File: src/rtl/rvx_reset_sequencer.sv
// Board-level reset/run controller for the rvx core: button debounce, reset hold-off,
// core clock-enable divider and a halt sequencing FSM.
module rvx_reset_sequencer #(
  parameter int unsigned DEBOUNCE_CYCLES = 500000,
  parameter int unsigned HOLD_CYCLES     = 16,
  parameter int unsigned CLOCK_DIVIDER   = 2
) (
  input  logic       clock,
  input  logic       reset,
  input  logic       button,
  input  logic       halt_request,
  output logic       core_clock_enable,
  output logic       core_reset_n,
  output logic       core_halt,
  output logic [1:0] sequencer_state
);

  localparam int unsigned DbW   = (DEBOUNCE_CYCLES > 1) ? $clog2(DEBOUNCE_CYCLES) : 1;
  localparam int unsigned DivW  = (CLOCK_DIVIDER > 1) ? $clog2(CLOCK_DIVIDER) : 1;
  localparam int unsigned HoldW = (HOLD_CYCLES > 1) ? $clog2(HOLD_CYCLES) : 1;

  localparam logic [DbW-1:0]   DbLast   = DbW'(DEBOUNCE_CYCLES - 1);
  localparam logic [DivW-1:0]  DivLast  = DivW'(CLOCK_DIVIDER - 1);
  localparam logic [HoldW-1:0] HoldLast = HoldW'(HOLD_CYCLES - 1);

  localparam logic [1:0] StResetAsserted = 2'd0;
  localparam logic [1:0] StHold          = 2'd1;
  localparam logic [1:0] StRun           = 2'd2;
  localparam logic [1:0] StHalted        = 2'd3;

  logic             r_btn_meta;
  logic             r_btn_sync;
  logic             r_halt_meta;
  logic             r_halt_sync;
  logic             r_debounced;
  logic [DbW-1:0]   r_db_count;
  logic [DivW-1:0]  r_div_count;
  logic             r_cen;
  logic [1:0]       r_state;
  logic [HoldW-1:0] r_hold_count;
  logic             r_core_reset_n;
  logic             r_core_halt;

  logic [1:0]       w_state_next;
  logic [HoldW-1:0] w_hold_next;

  // Two-flop synchronizers for the asynchronous board inputs.
  always_ff @(posedge clock or posedge reset) begin
    if (reset) begin
      r_btn_meta  <= 1'b0;
      r_btn_sync  <= 1'b0;
      r_halt_meta <= 1'b0;
      r_halt_sync <= 1'b0;
    end else begin
      r_btn_meta  <= button;
      r_btn_sync  <= r_btn_meta;
      r_halt_meta <= halt_request;
      r_halt_sync <= r_halt_meta;
    end
  end

  always_ff @(posedge clock or posedge reset) begin
    if (reset) begin
      r_debounced <= 1'b0;
      r_db_count  <= '0;
    end else if (r_btn_sync == r_debounced) begin
      r_db_count <= '0;
    end else if (r_db_count == DbLast) begin
      r_debounced <= r_btn_sync;
      r_db_count  <= '0;
    end else begin
      r_db_count <= r_db_count + 1'b1;
    end
  end

  // Free-running divider; the strobe lands on the cycle after the counter's last value.
  always_ff @(posedge clock or posedge reset) begin
    if (reset) begin
      r_div_count <= '0;
      r_cen       <= 1'b0;
    end else begin
      r_cen <= (r_div_count == DivLast);
      if (r_div_count == DivLast) begin
        r_div_count <= '0;
      end else begin
        r_div_count <= r_div_count + 1'b1;
      end
    end
  end

  always_comb begin
    w_state_next = r_state;
    w_hold_next  = r_hold_count;
    case (r_state)
      StResetAsserted: begin
        w_hold_next = '0;
        if (!r_debounced) begin
          w_state_next = StHold;
        end
      end
      StHold: begin
        if (r_debounced) begin
          w_state_next = StResetAsserted;
        end else if (r_cen) begin
          if (r_hold_count == HoldLast) begin
            w_state_next = StRun;
          end else begin
            w_hold_next = r_hold_count + 1'b1;
          end
        end
      end
      StRun: begin
        if (r_debounced) begin
          w_state_next = StResetAsserted;
        end else if (r_halt_sync) begin
          w_state_next = StHalted;
        end
      end
      StHalted: begin
        if (r_debounced) begin
          w_state_next = StResetAsserted;
        end else if (!r_halt_sync) begin
          w_state_next = StRun;
        end
      end
      default: w_state_next = StResetAsserted;
    endcase
  end

  // Outputs are decoded from the next state so they change on the same edge as the state.
  always_ff @(posedge clock or posedge reset) begin
    if (reset) begin
      r_state        <= StResetAsserted;
      r_hold_count   <= '0;
      r_core_reset_n <= 1'b0;
      r_core_halt    <= 1'b0;
    end else begin
      r_state        <= w_state_next;
      r_hold_count   <= w_hold_next;
      r_core_reset_n <= (w_state_next == StRun) || (w_state_next == StHalted);
      r_core_halt    <= (w_state_next == StHalted);
    end
  end

  assign core_clock_enable = r_cen;
  assign core_reset_n      = r_core_reset_n;
  assign core_halt         = r_core_halt;
  assign sequencer_state   = r_state;

endmodule

File: config.mk
export PLATFORM = sky130hd
export DESIGN_NAME = rvx_reset_sequencer
export DESIGN_NICKNAME = d
export VERILOG_FILES = /design/src/rtl/rvx_reset_sequencer.sv
export SDC_FILE = /design/constraint.sdc
export NUM_CORES = 1
export LEC_CHECK = 0
export BUFFER_PORTS_ARGS = -buffer_cell sky130_fd_sc_hd__buf_2
export CAP_MARGIN = 20
export CORE_UTILIZATION = 63
export DETAILED_ROUTE_END_ITERATION = 6
export PLACE_DENSITY = 0.82
export SLEW_MARGIN = 20
export SYNTH_ARGS = -nofsm -noshare
export SYNTH_HDL_FRONTEND = slang
export SYNTH_SLANG_ARGS = --single-unit
File: constraint.sdc
create_clock -name clock -period 3.75 [get_ports clock]
set_input_delay 0 -clock clock [delete_from_list [all_inputs] [get_ports clock]]
set_output_delay 0 -clock clock [all_outputs]
set_load 0.01 [all_outputs]
======== Word level (Yosys, flattened, before mapping) ========
Cells that the tools add are included.
storage, ports and cells
  logic and storage cells ................. 48
  input bits .............................. 4
  flip-flop bits (word level) ............. 34
  output and inout port bits .............. 5
  bits in writable memories ............... 0
  memories kept ........................... 0
  memory bits (read-only) ................. 0
  bits in latches ......................... 0
cells by class
  equal/unequal tests ..................... 11
  order comparisons ....................... 0
  mux-type cells .......................... 16
  reduce and logical (&&, ||, !) cells .... 5
  shift-type cells ........................ 0
  bitwise operators ....................... 1
  div/mod/pow operators ................... 0
  multiply operators ...................... 0
  $add $sub $neg .......................... 3
operators with widths
  kind                   count
  $mux 19                2
  $add 19x1->19 const B  1
  $eq 19x19->1 const B   1
  $mux 2                 8
  $mux 4                 3
  $eq 2x2->1 const B     4
  $pmux 2 s4             1
  $pmux 4 s2             1
  $ne 2x2->1 const B     3
  $add 4x1->4 const B    1
  $eq 4x4->1 const B     1
  $reduce_and 4->1       1
  $eq 2x1->1 const B     1
  $logic_not 2->1        1
  $reduce_and 2->1       1
  $reduce_bool 2->1      1
  $add 1x1->1 const B    1
  $eq 1x1->1             1
  $logic_or 1x1->1       1
  $mux 1                 1
  $not 1->1              1

======== Longest topological paths before layout ========
Gate-level depths: netlist of run 1.
  word-level depth ........................ 7
  depth in mapped cells ................... 6
  depth with buffers taken out ............ 5

======== Least setup slack after synthesis of run 1 ========
OpenSTA, ideal clock, no wires.
  path kind ............................... reg-to-reg
  start point ............................. register r_db_count[5]
  end point ............................... register r_db_count[10]
  data arrival time ....................... 1,627 ps
  stages on the path, launching flop included .. 7
  data required time ...................... 3,631 ps
  setup slack ............................. 2,004 ps
  library setup time ...................... 119 ps
  clock period less this slack ............ 1,746 ps
  buffers on the path ..................... 2
  cell sequence ........................... dfrtp_1 buf_2 and4bb_1 nand2_1 o41ai_4 buf_6 nor2_1
between the ends
  cells in the longest elaborated chain, start to end .. 3
  elaborated cells on any way between the ends .. 4
  classes of those cells .................. 1 x add/sub; 1 x eq/ne; 2 x mux
ends and longest elaborated chain
  what                                                  RTL line  RTL
  from (decl)                                           36        logic [DbW-1:0] r_db_count;
  from (signal assigned)                                72        r_db_count <= r_db_count + 1'b1;
  $add 19x1->19 / $eq 19x19->1 (equally long branches)  72, 68
  $mux 19 *                                             68        end else if (r_db_count == DbLast) begin
  $mux 19 *                                             66        end else if (r_btn_sync == r_debounced) begin
Mark *: on every way between the ends. The rest lies on a longest branch, timed or not.
A chain may end at the register's enable or synchronous reset.

======== Worst setup path after layout of run 1 ========
  start point ............................. register r_db_count[0]
  end point ............................... register r_db_count[8]
The elaborated chain is that of the path after synthesis.

==> results of run 1 <==
==> report_power, final <==
group | internal, uW | switching (uW) | leakage [uW]
combinational | 8.78 | 14.4 | 0.000245
sequential | 361 | 4.47 | 0.000415
clock | 109 | 112 | 0.0000413
==> worst max-delay path, cell delays in order, from the launching register on <==
cell	delay [ps]
dfrtp_1	410
ha_1	230
nand4_1	310
o41ai_4	920
nor2_1	130
==> logic make-up (layout without fill, tap and decap cells) <==
group / count (synthesis) / after routing
buf+inv: 11 / 25
simple gates: 68 / 68
fa+ha+maj: 2 / 2
compound gates: 13 / 13
mux: 2 / 2
xor+xnor: 17 / 17
flops: 33 / 33
==> flip-flops by register name, indices dropped and copies added (netlist names) <==
name and flops:
r_hold_count 4, r_btn_meta 1, r_halt_sync 1, core_reset_n 1, r_halt_meta 1, r_debounced 1, r_div_count 1, r_db_count 19
r_btn_sync 1, sequencer_state 1, core_clock_enable 1, core_halt 1
==> area by class of cell <==
class                           count  area [sq um]  area share [%]
Inverter                            5          18.8            1.12
Clock inverter                      1          5.00           0.299
Sequential cell                    33           826            49.3
Timing Repair Buffer               12          77.6            4.63
Clock buffer                        7          65.1            3.88
Multi-Input combinational cell    102           648            38.7
Tap cell                           28          35.0            2.09
==> synth_stat cells <==
master and n:
a21oi_1 5, a22o_1 2, a31oi_1 1, and3_1 3, and4_1 1, and4_2 1
and4bb_1 1, buf_2 3, buf_4 1, buf_6 1, clkbuf_2 1, dfrtp_1 33
ha_1 2, inv_1 5, mux2_2 2, nand2_1 8, nand3_1 12, nand4_1 5
nor2_1 23, nor3_1 3, nor3b_1 1, nor4_1 4, nor4b_1 1, o21ai_0 2
o31ai_1 2, o41ai_4 1, or2_1 1, or3_2 2, or4_1 2, xnor2_1 10
xor2_1 7
==> layer usage <==
metal  global-route usage, %  up-vias  routed length, um
li1                        -      536                  -
met1                    28.0      518               1140
met2                    40.1        9               1300
met3                    5.65        5                 60
met4                    9.91        0                 31
met5                       0        -                  0
==> worst min-delay path by stage <==
| stage | endpoint | slack [ps] | cells past startpoint |
|---|---|---|---|
| 2_1_floorplan | r_btn_meta | 30 | 0 |
| 3_3_place_gp | r_div_count | 90 | 3 |
| 3_5_place_dp | r_btn_meta | 100 | 3 |
| 4_1_cts | core_halt | 270 | 4 |
| 5_1_grt | r_btn_meta | 300 | 2 |
| 6_report | r_halt_meta | 290 | 4 |
==> through the flow <==
step | hold slack [ps] | cell area (sq um) | util (%)
finish | 293 | 1680 | 74.3
global route | 301 | 1680 | 74.3
CTS | 275 | 1680 | 74.3
detailed placement | 104 | 1580 | 69.9
global placement | 93.9 | 1580 | 69.9
floorplan | 31.4 | 1530 | -
==> summary.txt, run 1 <==
Run status
  • Status: finished, final reports clean

Placement
  • Routability-driven placement congestion ratio: 0.846
  • Cells after DPL: 177
  • Hpwl dp: 1.81 mm
  • Quantity of I/O buffers inserted on ports: 8
  • Setup slack at placement: 1610 ps

Clocking
  • Resized Gates After CTS: 0
  • Post-CTS setup buffers: 0
  • Clk sinks: 33
  • Clk buf depth: 2
  • Clock transition at path regs: 100 ps
  • Worst-skew pair later-pin latency: 330 ps
  • H-tree depth: 2
  • CTS tree: yes
  • Num CTS Buffers: 5
  • Root buf cell: clkbuf_4
  • Hold buffer count at cts: 3

Die
  • Die extent in x: 51.3 um
  • Die Height: 51.3 um
  • Core Region: 0.00225 sq mm
  • Initial Utilization: 67.9%
  • Row Count: 17
  • Die area: 0.00263 sq mm
  • Boundary pin count: 9

STA
  • Setup violations, final: 0
  • Fin crit period: 2160 ps
  • Final Hold Viols: 0
  • Setup TNS: 0 ps
  • Max_slew headroom: 37.2%
  • Clk_skew: 8.28 ps
  • Setup ws final: 1590 ps
  • Slew @ Worst Pin: 939 ps
  • RSZ-0062 raised after global routing: no
  • Highest clock rate: 463 MHz
  • Tcrit/Tclk final: 57.6%
  • Final Slew Violations: 0

Flow run
  • Max_cap viols: 0

Yosys
  • Adder-Cell Fraction of Synth Area: 1.63%
  • Compound-Gate Fraction of Synth Area: 6.62%
  • Area leader, netlist: dfrtp_1
  • Cell area after synthesis: 0.00153 sq mm
  • Count of warnings emitted by yosys: 0
  • Largest family of logic cells by synthesized area: simple AND/OR/NAND/NOR gates
  • Syn Nets: 152
  • Multiplexer share of the synthesized area: 1.47%
  • Avg Cell Area, Syn: 10.5 sq um
  • Post-Synth XOR/XNOR Area: 9.72%
  • Seq/Total Area, Yosys: 53.9%
  • Yosys top cell area share: 53.9%
  • #FFs+latches synth: 33
  • Top cells by area, synth: dfrtp_1 (54%), xnor2_1 (5.7%), nor2_1 (5.6%), xor2_1 (4.0%), nand3_1 (3.9%)
  • Synth cell types: 31
  • Synth Instances: 146
  • Simple-gate share of the synthesized area: 22.9%

Route
  • DR WL/cell: 13.4 um
  • Drt total wl: 2.52 mm
  • Detailed Route Iter0 Violations: 21
  • Via density: 5.68
  • DRC: 0
  • Initial DRT Pass Iterations: 4
  • Routed Antenna Nets: 0
  • DR vias: 1068

Layout
  • P&R area growth vs syn: 9.40%
  • Most common cell after layout, fill and taps aside: dfrtp_1
  • Final-layout fill cell count: 158
  • Layout cells sized above 1: 14.4%
  • NumNets Final: 165
  • Post-Layout Cell Count: 188
  • Most frequent cells in the layout: dfrtp_1 (33), nor2_1 (23), nand3_1 (12)
  • Antenna Cells: 0

GRT
  • Number of global-route vias before repair: 1065
  • First-pass GRT wire length: 4.38 mm
  • Initial antenna violation count: 0
  • Total gr overflow: 0
  • Gr usage total: 23.4%
  • Pin count of the biggest net entering global routing: 34

Power
  • Total Power: 610 uW
  • Leak: 0.000700 uW
  • Worst VDD drop: 0.386 mV
  • PwrDens: 364 mW/mm^2

Worst setup path
  • Setup crit start kind: register
  • Data required time of the critical path: 3920 ps
  • CP Launch Point: r_db_count[0]
  • Critical path destination: r_db_count[8]
  • Worst Setup Path Type: register to register
  • CP arrival: 2330 ps
  • Flop-to-flop setup slack: 1590 ps
  • R2R depth: 4
  • Crit end category: register
  • Crit-path max FO: 19
  • RR Startpoint: r_db_count[0]
  • Reg2reg end: r_db_count[8]

Hold path
  • Hold Path Class: input pin to async pin
No activity file was read; power rests on OpenSTA's default activity.
==> inputs of run 2 (changes only) <==
Settings changed: ABC_AREA set to 1, CORE_UTILIZATION 63 to 54, PLACE_DENSITY 0.82 to 0.75.
Clock period 3.75 ns to 1.8 ns, I/O delays scaled along.
==> summary.txt, run 2 <==
Clocking
  • Clk sinks: 33 (unchanged)
  • Worst-skew pair later-pin latency: 350 ps (was 330 ps)
  • Num CTS Buffers: 5 (unchanged)
  • Resized Gates After CTS: 0 (unchanged)
  • Clk buf depth: 2 (unchanged)
  • H-tree depth: 2 (unchanged)
  • Post-CTS setup buffers: 0 (unchanged)
  • Clock transition at path regs: 100 ps (about the same)
  • Root buf cell: clkbuf_4 (unchanged)
  • CTS tree: yes (unchanged)

Worst setup path
  • Crit end category: register (unchanged)
  • Worst Setup Path Type: register to register (unchanged)
  • Setup crit start kind: register (unchanged)
  • Data required time of the critical path: 2040 ps (was 3920 ps)
  • Crit-path max FO: 7 (was 19)
  • CP arrival: 1700 ps (was 2330 ps)

Route
  • Initial DRT Pass Iterations: 4 (unchanged)
  • DR WL/cell: 12.0 um (was 13.4 um)
  • Routed Antenna Nets: 0 (unchanged)
  • Drt total wl: 3.13 mm (was 2.52 mm)
  • Detailed Route Iter0 Violations: 52 (was 21)
  • Via density: 4.97 (was 5.68)
  • DR vias: 1292 (was 1068)
  • DRC: 0 (unchanged)

STA
  • Setup violations, final: 0 (unchanged)
  • Worst hold-check slack: 270 ps (was 293 ps)
  • Max_slew headroom: 73.2% (was 37.2%)
  • RSZ-0062 raised after global routing: no (unchanged)
  • Fin crit period: 1460 ps (was 2160 ps)
  • Highest clock rate: 687 MHz (was 463 MHz)
  • Setup TNS: 0 ps (unchanged)
  • Setup ws final: 344 ps (was 1590 ps)
  • Clk_skew: 13.4 ps (was 8.28 ps)
  • Final Slew Violations: 0 (unchanged)
  • Final Hold Viols: 0 (unchanged)
  • Tcrit/Tclk final: 80.9% (was 57.6%)
  • Slew @ Worst Pin: 403 ps (was 939 ps)

GRT
  • Pin count of the biggest net entering global routing: 34 (unchanged)
  • Gr usage total: 21.7% (was 23.4%)
  • First-pass GRT wire length: 5.33 mm (was 4.38 mm)
  • Initial antenna violation count: 0 (unchanged)
  • Number of global-route vias before repair: 1225 (was 1065)
  • Total gr overflow: 0 (unchanged)

Power
  • Internal: 1110 uW (was 479 uW)
  • Gate power share: 4.1% (was 3.8%)
  • Worst VDD drop: 0.603 mV (was 0.386 mV)
  • Net Sw Frac: 20.7% (was 21.5%)
  • PwrDens: 729 mW/mm^2 (was 364 mW/mm^2)
  • Seq pwr share: 54.5% (was 60.0%)
  • Leak: 0.000839 uW (was 0.000700 uW)
  • NetSw: 289 uW (was 131 uW)
  • Clock power share: 41.4% (was 36.2%)

Placement
  • Routability-driven placement congestion ratio: 0.909 (was 0.846)
  • Post-place instance area: 0.00180 sq mm (was 0.00158 sq mm)
  • Hpwl dp: 2.31 mm (was 1.81 mm)
  • Quantity of I/O buffers inserted on ports: 8 (unchanged)
  • Setup slack at placement: 373 ps (was 1610 ps)

Layout
  • Antenna Cells: 0 (unchanged)
  • Max reg flops: 19 (unchanged)
  • Layout cells sized above 1: 21.1% (was 14.4%)
  • Most frequent cells in the layout: nand2_1 (35), nor2_1 (35), dfrtp_1 (33) (was dfrtp_1 (33), nor2_1 (23), nand3_1 (12))
  • P&R area growth vs syn: 12.7% (was 9.40%)
  • NumNets Final: 223 (was 165)
  • Largest regs: r_db_count x19, r_hold_count x4 (unchanged)
  • Register with the most flip-flops: r_db_count (unchanged)
  • Final-layout fill cell count: 248 (was 158)
  • Final instance area: 0.00191 sq mm (was 0.00168 sq mm)

Yosys
  • Top cells by area, synth: dfrtp_1 (49%), nand2_1 (7.7%), nor2_1 (7.7%), inv_1 (4.9%), nor2_2 (4.8%) (was dfrtp_1 (54%), xnor2_1 (5.7%), nor2_1 (5.6%), xor2_1 (4.0%), nand3_1 (3.9%))
  • Top post-synthesis cells by count: nand2_1 (35), nor2_1 (35), dfrtp_1 (33) (was dfrtp_1 (33), nor2_1 (23), nand3_1 (12))
  • Area leader, netlist: dfrtp_1 (unchanged)
  • Avg Cell Area, Syn: 8.58 sq um (was 10.5 sq um)
  • Cell area after synthesis: 0.00170 sq mm (was 0.00153 sq mm)
  • Yosys top cell area share: 48.6% (was 53.9%)
  • Synth cell types: 23 (was 31)
  • Seq/Total Area, Yosys: 48.6% (was 53.9%)
  • #FFs+latches synth: 33 (unchanged)
  • Count of warnings emitted by yosys: 0 (unchanged)
  • Synth Instances: 198 (was 146)
  • Syn Nets: 204 (was 152)
  • Most common flop cell mapped by yosys: dfrtp_1 (unchanged)
  • Asr flop ratio synth: 100% (unchanged)
  • Post-synth EDFFs: 0 (unchanged)

Run status
  • Status: finished, final reports clean (unchanged)

Hold path
  • Hold Path Class: input pin to async pin (unchanged)

Die
  • Core Region: 0.00288 sq mm (was 0.00225 sq mm)
  • Row Count: 19 (was 17)
  • Boundary pin count: 9 (unchanged)
  • Die area: 0.00338 sq mm (was 0.00263 sq mm)
  • Initial Utilization: 59.1% (was 67.9%)
  • Die Height: 58.1 um (was 51.3 um)
  • Die extent in x: 58.1 um (was 51.3 um)

Flow run
  • Max_cap viols: 0 (unchanged)
==> run 2: area by class of cell <==
type | count | area [sq um] | share of cell area, %
clock inverter | 1 | 30.0 | 1.57
multi-input combinational | 141 | 774 | 40.5
timing repair buffer | 13 | 85.1 | 4.44
tap | 42 | 52.6 | 2.75
clock buffer | 7 | 55.1 | 2.88
sequential | 33 | 826 | 43.1
inverter | 23 | 91.3 | 4.77
==> run 2: per-stage QoR <==
| stage | power (uW) | cells | utilization, % |
|---|---|---|---|
| floorplan | 810 | 198 | - |
| global placement | 826 | 249 | 62.5 |
| detailed placement | 829 | 249 | 62.5 |
| CTS | 1400 | 260 | 66.6 |
| global route | 1440 | 260 | 66.6 |
| finish | 1400 | 260 | 66.6 |
==> run 2: timing repair <==
item | 4_1_cts | 5_1_grt
endpoints found under the hold margin | 35 | 0
hold buffers | 3 | 0
setup endpoints to repair | 0 | 0
==> run 2: path summary, 6_finish.rpt <==
kind,start,to,slack [ps],cells past startpoint
max reg2reg,r_db_count[0],r_db_count[13],340,8
max,r_db_count[0],r_db_count[13],340,8
max in group asynchronous,reset,r_db_count[12],1230,4
min,reset,core_halt,270,4
min reg2reg,r_btn_meta,r_btn_sync,360,0
min in group clock,button,r_btn_meta,290,2
==> run 2: kinds of logic after synthesis <==
kind of cell / count (synthesis) / synth area share [%]
XOR/XNOR: 11 / 6.11
AO/OA/AOI/OAI: 8 / 2.58
AND/OR/NAND/NOR: 120 / 35.4
buffers and inverters: 24 / 5.82
adder cells (fa/ha/maj): 2 / 1.47
flip-flops: 33 / 48.6
==> run 2: metal layers <==
metal  wire length, um  up-vias  track usage (%)  share of wire (%)
li1                  -      659                -                  -
met1              1500      599             29.3                 48
met2              1420       29             32.7                 45
met3               159        5             7.37                5.1
met4                51        0             8.16                1.6
met5                 0        -                0                  0
==> run 2: worst max-delay path: stages, from the launching register on <==
cell and delay [ps]:
dfrtp_1 400, ha_1 230, nand2_1 120, nor2_4 120, nand3_2 100, nor2_4 160, nor2_4 70, inv_6 110
nor2_2 40
==> run 2: power by group through the flow <==
stage | sequential [uW] | combinational [uW] | clock [uW]
floorplan | 775 | 35.1 | 0
global placement | 774 | 51.8 | 0
detailed placement | 775 | 54.0 | 0
CTS | 760 | 59.5 | 583
global route | 762 | 66.3 | 614
finish | 760 | 57.4 | 577
